$ cat config.mk
export PLATFORM = sky130hd
export DESIGN_NAME = mem_access_stage_flat
export DESIGN_NICKNAME = d
export VERILOG_FILES = /design/src/rtl/mem_access_stage_pkg.sv /design/src/rtl/mem_access_stage_if.sv /design/src/rtl/mem_timeout_ctr.sv /design/src/rtl/mem_access_stage.sv /design/src/flat_wrapper.sv
export SDC_FILE = /design/constraint.sdc
export NUM_CORES = 1
export LEC_CHECK = 0
export CORE_MARGIN = 2
export CORE_UTILIZATION = 47
export DETAILED_ROUTE_END_ITERATION = 6
export GPL_ROUTABILITY_DRIVEN = 1
export PLACE_DENSITY = 0.85
export SYNTH_ARGS = -nofsm -noshare
export SYNTH_HDL_FRONTEND = slang
export SYNTH_SLANG_ARGS = --single-unit
export TNS_END_PERCENT = 100
$ cat constraint.sdc
create_clock -name clk -period 9.7 [get_ports clk]
set_input_delay 1.94 -clock clk [delete_from_list [all_inputs] [get_ports clk]]
set_output_delay 1.94 -clock clk [all_outputs]
set_load 0.01 [all_outputs]
$ cat src/rtl/mem_access_stage_pkg.sv
// Shared types and constants for the MEM pipeline stage.
package mem_access_stage_pkg;

   typedef enum logic {
      IDLE = 1'b0,
      WAIT = 1'b1
   } state_t;

   localparam int DATA_W      = 32;
   localparam int INS_ID_W    = 3;
   localparam int REG_W       = 5;
   localparam int CTR_W       = 8;
   localparam int TIMEOUT_DEF = 16;

endpackage

$ cat src/rtl/mem_access_stage_if.sv
// Data-memory request/acknowledge bus between the MEM stage and memory.
interface mem_access_stage_if;
   import mem_access_stage_pkg::*;

   logic              dm_req;
   logic              dm_we;
   logic [DATA_W-1:0] dm_addr;
   logic [DATA_W-1:0] dm_wdata;
   logic [DATA_W-1:0] dm_rdata;
   logic              dm_ack;

   modport master (
      output dm_req, dm_we, dm_addr, dm_wdata,
      input  dm_rdata, dm_ack
   );

   modport slave (
      input  dm_req, dm_we, dm_addr, dm_wdata,
      output dm_rdata, dm_ack
   );

endinterface

$ cat src/rtl/mem_timeout_ctr.sv
// 8-bit clear/enable counter; tc flags the cycle the count equals TC_VAL.
module mem_timeout_ctr
   import mem_access_stage_pkg::*;
#(
   parameter logic [CTR_W-1:0] TC_VAL = CTR_W'(TIMEOUT_DEF - 1)
) (
   input  logic clk,
   input  logic rst,
   input  logic clr,
   input  logic en,
   output logic tc
);

   logic [CTR_W-1:0] count;

   // Count enabled cycles; clear has priority over enable.
   always_ff @(posedge clk or posedge rst) begin
      if (rst)      count <= '0;
      else if (clr) count <= '0;
      else if (en)  count <= count + 1'b1;
   end

   assign tc = (count == TC_VAL);

endmodule

$ cat src/rtl/mem_access_stage.sv
// MEM stage: ALU results retire in one cycle; loads/stores run a
// req/ack transaction on the data bus with a timeout and sticky error.
module mem_access_stage
   import mem_access_stage_pkg::*;
#(
   parameter int TIMEOUT = TIMEOUT_DEF
) (
   input  logic                clk,
   input  logic                rst,
   input  logic                in_valid,
   input  logic [DATA_W-1:0]   aluresult_in,
   input  logic [DATA_W-1:0]   regdata2_in,
   input  logic [REG_W-1:0]    wrreg_in,
   input  logic                MemWrite_in,
   input  logic                MemtoReg_in,
   input  logic                RegWrite_in,
   input  logic [INS_ID_W-1:0] INS_ID_in,
   mem_access_stage_if.master  dm,
   output logic                mem_stall,
   output logic                wb_valid,
   output logic [DATA_W-1:0]   wb_data,
   output logic [REG_W-1:0]    wb_reg,
   output logic                wb_RegWrite,
   output logic [INS_ID_W-1:0] INS_ID_out,
   output logic                bus_err
);

   state_t state, state_nxt;

   logic                mem_op;
   logic                accept_alu, accept_mem, misalign;
   logic                done_ack, done_to;
   logic                tc;

   // Captured instruction context for the memory transaction in flight.
   logic                load_p1;
   logic                regwrite_p1;
   logic [REG_W-1:0]    wrreg_p1;
   logic [INS_ID_W-1:0] ins_id_p1;

   // A load/store with both bits set behaves as a store.
   assign mem_op     = MemWrite_in | MemtoReg_in;
   assign accept_alu = (state == IDLE) && in_valid && !mem_op;
   assign accept_mem = (state == IDLE) && in_valid && mem_op && (aluresult_in[1:0] == 2'b00);
   assign misalign   = (state == IDLE) && in_valid && mem_op && (aluresult_in[1:0] != 2'b00);
   // Ack beats timeout when both land in the same cycle.
   assign done_ack   = (state == WAIT) && dm.dm_ack;
   assign done_to    = (state == WAIT) && !dm.dm_ack && tc;
   assign mem_stall  = (state == WAIT);

   mem_timeout_ctr #(
      .TC_VAL(CTR_W'(TIMEOUT - 1))
   ) u_timeout_ctr (
      .clk (clk),
      .rst (rst),
      .clr (accept_mem),
      .en  (state == WAIT),
      .tc  (tc)
   );

   // State register.
   always_ff @(posedge clk or posedge rst) begin
      if (rst) state <= IDLE;
      else     state <= state_nxt;
   end

   // Next-state logic.
   always_comb begin
      state_nxt = state;
      case (state)
         IDLE:    if (accept_mem)          state_nxt = WAIT;
         WAIT:    if (done_ack || done_to) state_nxt = IDLE;
         default:                          state_nxt = IDLE;
      endcase
   end

   // Capture the instruction context when a memory access is launched.
   always_ff @(posedge clk) begin
      if (accept_mem) begin
         load_p1     <= !MemWrite_in;
         regwrite_p1 <= RegWrite_in;
         wrreg_p1    <= wrreg_in;
         ins_id_p1   <= INS_ID_in;
      end
   end

   // Data-bus outputs: launched on accept, held through WAIT, req dropped on completion.
   always_ff @(posedge clk or posedge rst) begin
      if (rst) begin
         dm.dm_req   <= 1'b0;
         dm.dm_we    <= 1'b0;
         dm.dm_addr  <= '0;
         dm.dm_wdata <= '0;
      end else if (accept_mem) begin
         dm.dm_req   <= 1'b1;
         dm.dm_we    <= MemWrite_in;
         dm.dm_addr  <= aluresult_in;
         dm.dm_wdata <= regdata2_in;
      end else if (done_ack || done_to) begin
         dm.dm_req   <= 1'b0;
      end
   end

   // Write-back outputs and sticky error; dm_addr doubles as the captured ALU result.
   always_ff @(posedge clk or posedge rst) begin
      if (rst) begin
         wb_valid    <= 1'b0;
         wb_data     <= '0;
         wb_reg      <= '0;
         wb_RegWrite <= 1'b0;
         INS_ID_out  <= '0;
         bus_err     <= 1'b0;
      end else begin
         wb_valid <= accept_alu || misalign || done_ack || done_to;
         bus_err  <= bus_err | misalign | done_to;
         if (accept_alu || misalign) begin
            wb_data     <= aluresult_in;
            wb_reg      <= wrreg_in;
            INS_ID_out  <= INS_ID_in;
            wb_RegWrite <= accept_alu && RegWrite_in && (wrreg_in != '0);
         end else if (done_ack || done_to) begin
            wb_data     <= (done_ack && load_p1) ? dm.dm_rdata : dm.dm_addr;
            wb_reg      <= wrreg_p1;
            INS_ID_out  <= ins_id_p1;
            wb_RegWrite <= done_ack && load_p1 && regwrite_p1 && (wrreg_p1 != '0);
         end
      end
   end

endmodule

$ cat src/flat_wrapper.sv
// flat-port wrapper written by rule: the top's interface ports become plain ports
module mem_access_stage_flat import mem_access_stage_pkg::*;
#(
   parameter int TIMEOUT = TIMEOUT_DEF
)
  (clk, rst, in_valid, aluresult_in, regdata2_in, wrreg_in, MemWrite_in, MemtoReg_in, RegWrite_in, INS_ID_in, mem_stall, wb_valid, wb_data, wb_reg, wb_RegWrite, INS_ID_out, bus_err, dm_dm_req, dm_dm_we, dm_dm_addr, dm_dm_wdata, dm_dm_rdata, dm_dm_ack);
  mem_access_stage_if dm_i ();
  input  logic clk;
  input  logic rst;
  input  logic in_valid;
  input  logic [DATA_W-1:0] aluresult_in;
  input  logic [DATA_W-1:0] regdata2_in;
  input  logic [REG_W-1:0] wrreg_in;
  input  logic MemWrite_in;
  input  logic MemtoReg_in;
  input  logic RegWrite_in;
  input  logic [INS_ID_W-1:0] INS_ID_in;
  output logic mem_stall;
  output logic wb_valid;
  output logic [DATA_W-1:0] wb_data;
  output logic [REG_W-1:0] wb_reg;
  output logic wb_RegWrite;
  output logic [INS_ID_W-1:0] INS_ID_out;
  output logic bus_err;
  output wire logic [$bits(dm_i.dm_req)-1:0] dm_dm_req;
  output wire logic [$bits(dm_i.dm_we)-1:0] dm_dm_we;
  output wire logic [$bits(dm_i.dm_addr)-1:0] dm_dm_addr;
  output wire logic [$bits(dm_i.dm_wdata)-1:0] dm_dm_wdata;
  input wire logic [$bits(dm_i.dm_rdata)-1:0] dm_dm_rdata;
  input wire logic [$bits(dm_i.dm_ack)-1:0] dm_dm_ack;
  assign dm_dm_req = dm_i.dm_req;
  assign dm_dm_we = dm_i.dm_we;
  assign dm_dm_addr = dm_i.dm_addr;
  assign dm_dm_wdata = dm_i.dm_wdata;
  assign dm_i.dm_rdata = dm_dm_rdata;
  assign dm_i.dm_ack = dm_dm_ack;
  mem_access_stage #(.TIMEOUT(TIMEOUT)) u_core (.clk(clk), .rst(rst), .in_valid(in_valid), .aluresult_in(aluresult_in), .regdata2_in(regdata2_in), .wrreg_in(wrreg_in), .MemWrite_in(MemWrite_in), .MemtoReg_in(MemtoReg_in), .RegWrite_in(RegWrite_in), .INS_ID_in(INS_ID_in), .dm(dm_i), .mem_stall(mem_stall), .wb_valid(wb_valid), .wb_data(wb_data), .wb_reg(wb_reg), .wb_RegWrite(wb_RegWrite), .INS_ID_out(INS_ID_out), .bus_err(bus_err));
endmodule
==> results of run 1 <==
## synthesized netlist by cell type (all sizes together)
| master | number | share of area (%) |
|---|---|---|
| o2111ai | 1 | 0.15 |
| nor2 | 17 | 1.1 |
| o31a | 1 | 0.15 |
| mux2 | 95 | 19 |
| nand3 | 35 | 3.1 |
| nor3 | 3 | 0.26 |
| and2 | 1 | 0.15 |
| o31ai | 1 | 0.13 |
| ha | 1 | 0.22 |
| xnor2 | 2 | 0.31 |
| or3 | 3 | 0.33 |
| clkbuf | 8 | 0.53 |
| nand4 | 2 | 0.22 |
| a21oi | 10 | 0.88 |
| buf | 21 | 2.2 |
| o211ai | 1 | 0.13 |
| nor2b | 3 | 0.33 |
| edfxtp | 10 | 5.3 |
| nand2 | 10 | 0.66 |
| inv | 5 | 0.33 |
| mux2i | 41 | 7.2 |
| nand2b | 1 | 0.11 |
| o21ai | 34 | 4.9 |
| xor2 | 3 | 0.46 |
| or4 | 3 | 0.39 |
| dfrtp | 118 | 52 |
## worst paths after layout
| path | end | slack, ps |
|---|---|---|
| min reg2reg | u_core.dm.dm_req | 480 |
| max in group asynchronous | u_core.wb_data[4] | 6430 |
| min | u_core.dm.dm_req | 480 |
| max reg2reg | u_core.wb_data[30] | 7020 |
| min in group asynchronous | u_core.dm.dm_wdata[11] | 2030 |
| max | u_core.dm.dm_addr[31] | 5610 |
## where the power goes
| part | total [uW] | switching [uW] | internal, uW |
|---|---|---|---|
| logic | 1160 | 487 | 674 |
| registers | 921 | 148 | 773 |
| clock network | 629 | 238 | 391 |
## worst min-delay path, stage by stage (launching register included)
cell and delay, ps:
dfrtp_1 340, nand2_1 50, nand2_1 60
## area by class of cell
cell class	instances	area, um2	area share, %
multi-input cells	268	2297	26.80
well taps	147	183.9	2.146
clock buffers	19	452.9	5.284
clock inverters	13	137.6	1.606
repair buffers	223	2225	25.95
flip-flops and latches	128	3253	37.95
inverters	5	22.52	0.2627
## metrics by stage
step	total power, uW	hold slack [ps]	worst slack, ps	instances	utilization, %
finish	2712	477.4	5613	803	71.96
global route	2859	523.5	5468	803	71.96
CTS	2738	483.4	5590	803	71.96
detailed placement	2093	469.0	5190	771	67.01
global placement	2049	461.9	5295	771	67.01
floorplan	1492	476.6	4631	430	-
## cell usage in the layout (no fill, tap or decap), types with 5 or more instances in the layout
cell	synthesis	final
o21ai_2	29	29
mux2i_1	41	41
clkbuf_16	0	17
nand2_1	10	10
a21oi_1	10	10
clkdlybuf4s50_1	0	220
nand3_1	35	34
clkinv_2	0	5
mux2_2	95	95
edfxtp_1	10	10
nor2_1	17	17
dfrtp_1	118	118
o21ai_0	5	5
## cell families after synthesis
| kind of cell | after synthesis |
|---|---|
| fa+ha+maj | 1 |
| buf+inv | 34 |
| mux | 136 |
| flops | 128 |
| xor+xnor | 5 |
| simple gates | 78 |
| compound gates | 48 |
## metal layers
metal  up-vias  global-route usage, %  part of all wire [%]
met5         -                      0                     0
met3        27                  10.01                   8.9
li1       1975                      -                     -
met2       168                  40.67                    51
met1      2084                  25.83                    38
met4         0                  8.699                   2.2
==> run metrics, run 1 <==
outcome=finished clean; Die Span X=114.2 um; WL per Instance=18.73 um; initial antenna violation count=0; total gr overflow=0; crit path kind=input pin to flop; CP Cell Sequence=clkdlybuf4s50_1, nor2_1, nor2_1, nand2_1, clkinv_2, buf_4, mux2_2; FF-to-FF path depth=5; Avg Cell Area, Syn=13.27 um2; worst skew pair latency=410 ps; unrepaired setup endpoints after global routing=no; area of the mapped netlist=5704 um2; WP data required=9990 ps; via-per-instance ratio=5.298; Final Critical Period=4087 ps; postcts setup bufs=0; DRT iter0 DRCs=142; slowest stage delay, CP=540 ps; top flop regs=u_core.dm.dm_addr (32), u_core.dm.dm_wdata (32), u_core.wb_data (32); final count of negative-setup-slack endpoints=0; hold_sp=u_core.dm.dm_req; syn nets=542; sequential area share after synthesis=57.03%; share of cells above drive strength 1=25.15%; routed vias=4254; # hold bufs at CTS=0; fillers=825; Routed Antenna Nets=0; number of core rows=40; YS warnings=0; Synth Area in Adders=0.2193%; Synth cell types=30; proportion of synthesized area in mux cells=25.95%; Final Skew=10.84 ps; vias in the first global route=4623; first-pass GRT wire length=23.57 mm; final hold vios=0; drt drc=0; Simple-Gate Fraction of Synth Area=6.646%; pwr dens=316.4 nW/um2; Placement Cell Area=7981 um2; TNS Setup=0 ps; depth of the CTS H-tree=4; Compound-Gate Fraction of Synth Area=6.339%; worst min path class=flop to flop; CORE AREA=11910 um2; total CTS buffers=17; family with the most delay on the worst path=buffers and inverters; Reg clk slew, reported paths=60 ps; TritonCTS clock tree=done; fin crit share=42.14%; Max Transition Viols Final=0; Total Die Area=13030 um2; PostCTS Resize Cnt=0; Startpoint Class=input pin; largest net degree at the start of global routing=82; clock tree buffer depth=2; maximum clock rate=244.6 MHz; Arrival @ worst endpoint=4370 ps; post-route cell area=8572 um2; GPL Wtd Cong=0.7790; largest family of logic cells by synthesized area=multiplexers; CP Capture Type=flop; Synth Area in XOR/XNOR=0.7677%; R2R Path Start=u_core.u_timeout_ctr.count[0]; GRT Total Usage=23.53%; Top cell by count, worst path=nor2_1; post-detail-place hpwl=10.39 mm; Slew @ Worst Pin=1038 ps; Die Y=114.2 um; port buffer count=220; drt total wl=15.04 mm; CP max-delay cell=buf_4; worst-path fanout max=56; Lkg Pwr=0.003684 uW; Synth Instances=430; # Max-Cap Violations=0; Initial Util=47.89%; WP depth=7; CTS root buffer=clkbuf_16; first drt pass iteration count=5; worst rel slew slack=30.81%; layout net count=755; WP buf/inv=3; Ports=221; hold depth=2; Critical path origin=MemWrite_in; # diodes=0; peak supply drop=0.1676 mV; Layout area overhead=50.27%; synthesis-stage register bit count=128; clock sinks=128
(Power assumes the default switching activity.)
==> run 2, diff against run 1 <==
Settings changed: CORE_UTILIZATION 47 to 44, PLACE_DENSITY 0.85 to 0.8.
Clock period 9.7 ns to 4 ns, I/O delays scaled along.
==> run 2 against run 1 <==
Against the previous run:
- die area rose by 6.6%
- clock skew fell by 5.1 ps
- non-clock buffer count rose by 4
- routed wire length fell by 4.4%
==> run metrics, run 2 (same netlist as run 1, synthesis figures left out) <==
DRT iter0 DRCs=158; fin crit share=70.97%; CP Capture Type=flop; WP buf/inv=3; postcts setup bufs=0; hold_sp=u_core.dm.dm_req; TritonCTS clock tree=done; total CTS buffers=17; GPL Wtd Cong=0.7605; WL met3=1.033 mm; Top cell by count, worst path=nor2_1; CP Cell Sequence=clkdlybuf4s50_1, nor2_1, nor2_1, nand2_1, clkinv_2, buf_12, mux2_2; layout net count=759; Layout area overhead=51.24%; Initial Util=45.20%; # hold bufs at CTS=0; TNS Setup=0 ps; Arrival @ worst endpoint=3130 ps; maximum clock rate=352.3 MHz; Lkg Pwr=0.003700 uW; Reg clk slew, reported paths=50 ps; Startpoint Class=input pin; top flop regs=u_core.dm.dm_addr (32), u_core.dm.dm_wdata (32), u_core.wb_data (32); peak supply drop=0.3668 mV; first drt pass iteration count=4; # diodes=0; share of cells above drive strength 1=25.00%; largest net degree at the start of global routing=69; clock sinks=128; port buffer count=220; pwr dens=747.3 nW/um2; WP data required=4290 ps; CORE AREA=12620 um2; Met2 Routed Length=7.241 mm; number of core rows=41; depth of the CTS H-tree=4; CP max-delay cell=clkinv_2; commonest non-fill, non-tap cell in the layout=clkdlybuf4s50_1; GRT Total Usage=21.23%; final count of negative-setup-slack endpoints=0; Die Y=117.9 um; Ports=221; family with the most delay on the worst path=buffers and inverters; PostCTS Resize Cnt=0; R2R Setup Slk=1610 ps; slowest stage delay, CP=550 ps; clock tree buffer depth=2; final hold vios=0; drt drc=0; unrepaired setup endpoints after global routing=no; Max Transition Viols Final=0; post-route cell area=8627 um2; worst skew pair latency=400 ps; first-pass GRT wire length=23.27 mm; worst-path fanout max=46; via-per-instance ratio=5.159; vias in the first global route=4532; crit path kind=input pin to flop; R2R Path Start=u_core.mem_stall; uppermost layer routed=met4; drt total wl=14.37 mm; WL per Instance=17.28 um; # Max-Cap Violations=0; Final Skew=5.740 ps; worst hold path endpoint=u_core.dm.dm_req; FF-to-FF path depth=6; leading cell types in the layout, fill and taps excluded=clkdlybuf4s50_1, dfrtp_1, mux2_2; Placement Cell Area=8068 um2; post-detail-place hpwl=10.32 mm; worst rel slew slack=54.80%; CTS root buffer=clkbuf_16; R2R Path End=u_core.dm.dm_addr[7]; Slew @ Worst Pin=677.2 ps; Final Critical Period=2839 ps; Routed Antenna Nets=0; WP depth=7; worst min path class=flop to flop; routed vias=4292; Die Span X=117.9 um; initial antenna violation count=0; Total Die Area=13890 um2; Layout Utilization=68.36%; total gr overflow=0; hold depth=2; outcome=finished clean; DRT met1 WL=5.930 mm
==> run 2: worst register-to-register path: stages (launching register included) <==
cell and delay [ps]:
dfrtp_1 580, nand2b_1 180, nor2_1 40, nand2_1 140, clkinv_2 550, buf_12 430, mux2_2 350
==> run 2: worst max-delay path by stage <==
stage | slack [ps] | end | startpoint
2_1_floorplan | 70 | u_core.INS_ID_out[0] | rst
3_3_place_gp | 850 | u_core.dm.dm_wdata[11] | MemWrite_in
3_5_place_dp | 720 | u_core.dm.dm_wdata[8] | MemWrite_in
4_1_cts | 1170 | u_core.dm.dm_wdata[8] | MemWrite_in
5_1_grt | 1020 | u_core.dm.dm_addr[7] | MemWrite_in
6_report | 1160 | u_core.dm.dm_addr[7] | MemWrite_in
==> run 2: through the flow <==
stage	power (uW)	std cells	hold WS (ps)	setup slack, ps
after floorplan	3618	430	476.6	70.88
after global placement	4975	800	461.6	849.7
after detailed placement	5071	800	479.7	722.8
after CTS	6532	832	497.7	1170
after global routing	6815	832	511.6	1019
final	6447	832	495.9	1161
==> run 2: report_power, final <==
group / switching [uW] / leakage (uW) / total, uW / internal (uW)
combinational: 1140 / 0.00191 / 2780 / 1640
sequential: 362 / 0.00152 / 2240 / 1880
clock: 521 / 0.000276 / 1430 / 905
==> run 2: layer usage <==
layer | up-vias | global-route usage [%]
met2 | 158 | 35.94
met4 | 0 | 7.229
met1 | 2123 | 25.36
li1 | 1995 | -
met5 | - | 0
met3 | 16 | 7.171
==> run 2: final cells by class <==
| cell class | instances | area [um2] |
|---|---|---|
| Timing Repair Buffer | 227 | 2280 |
| Sequential cell | 128 | 3253 |
| Inverter | 5 | 22.52 |
| Clock inverter | 4 | 22.52 |
| Clock buffer | 28 | 536.8 |
| Tap cell | 172 | 215.2 |
| Fill cell | 956 | 3993 |
| Multi-Input combinational cell | 268 | 2297 |
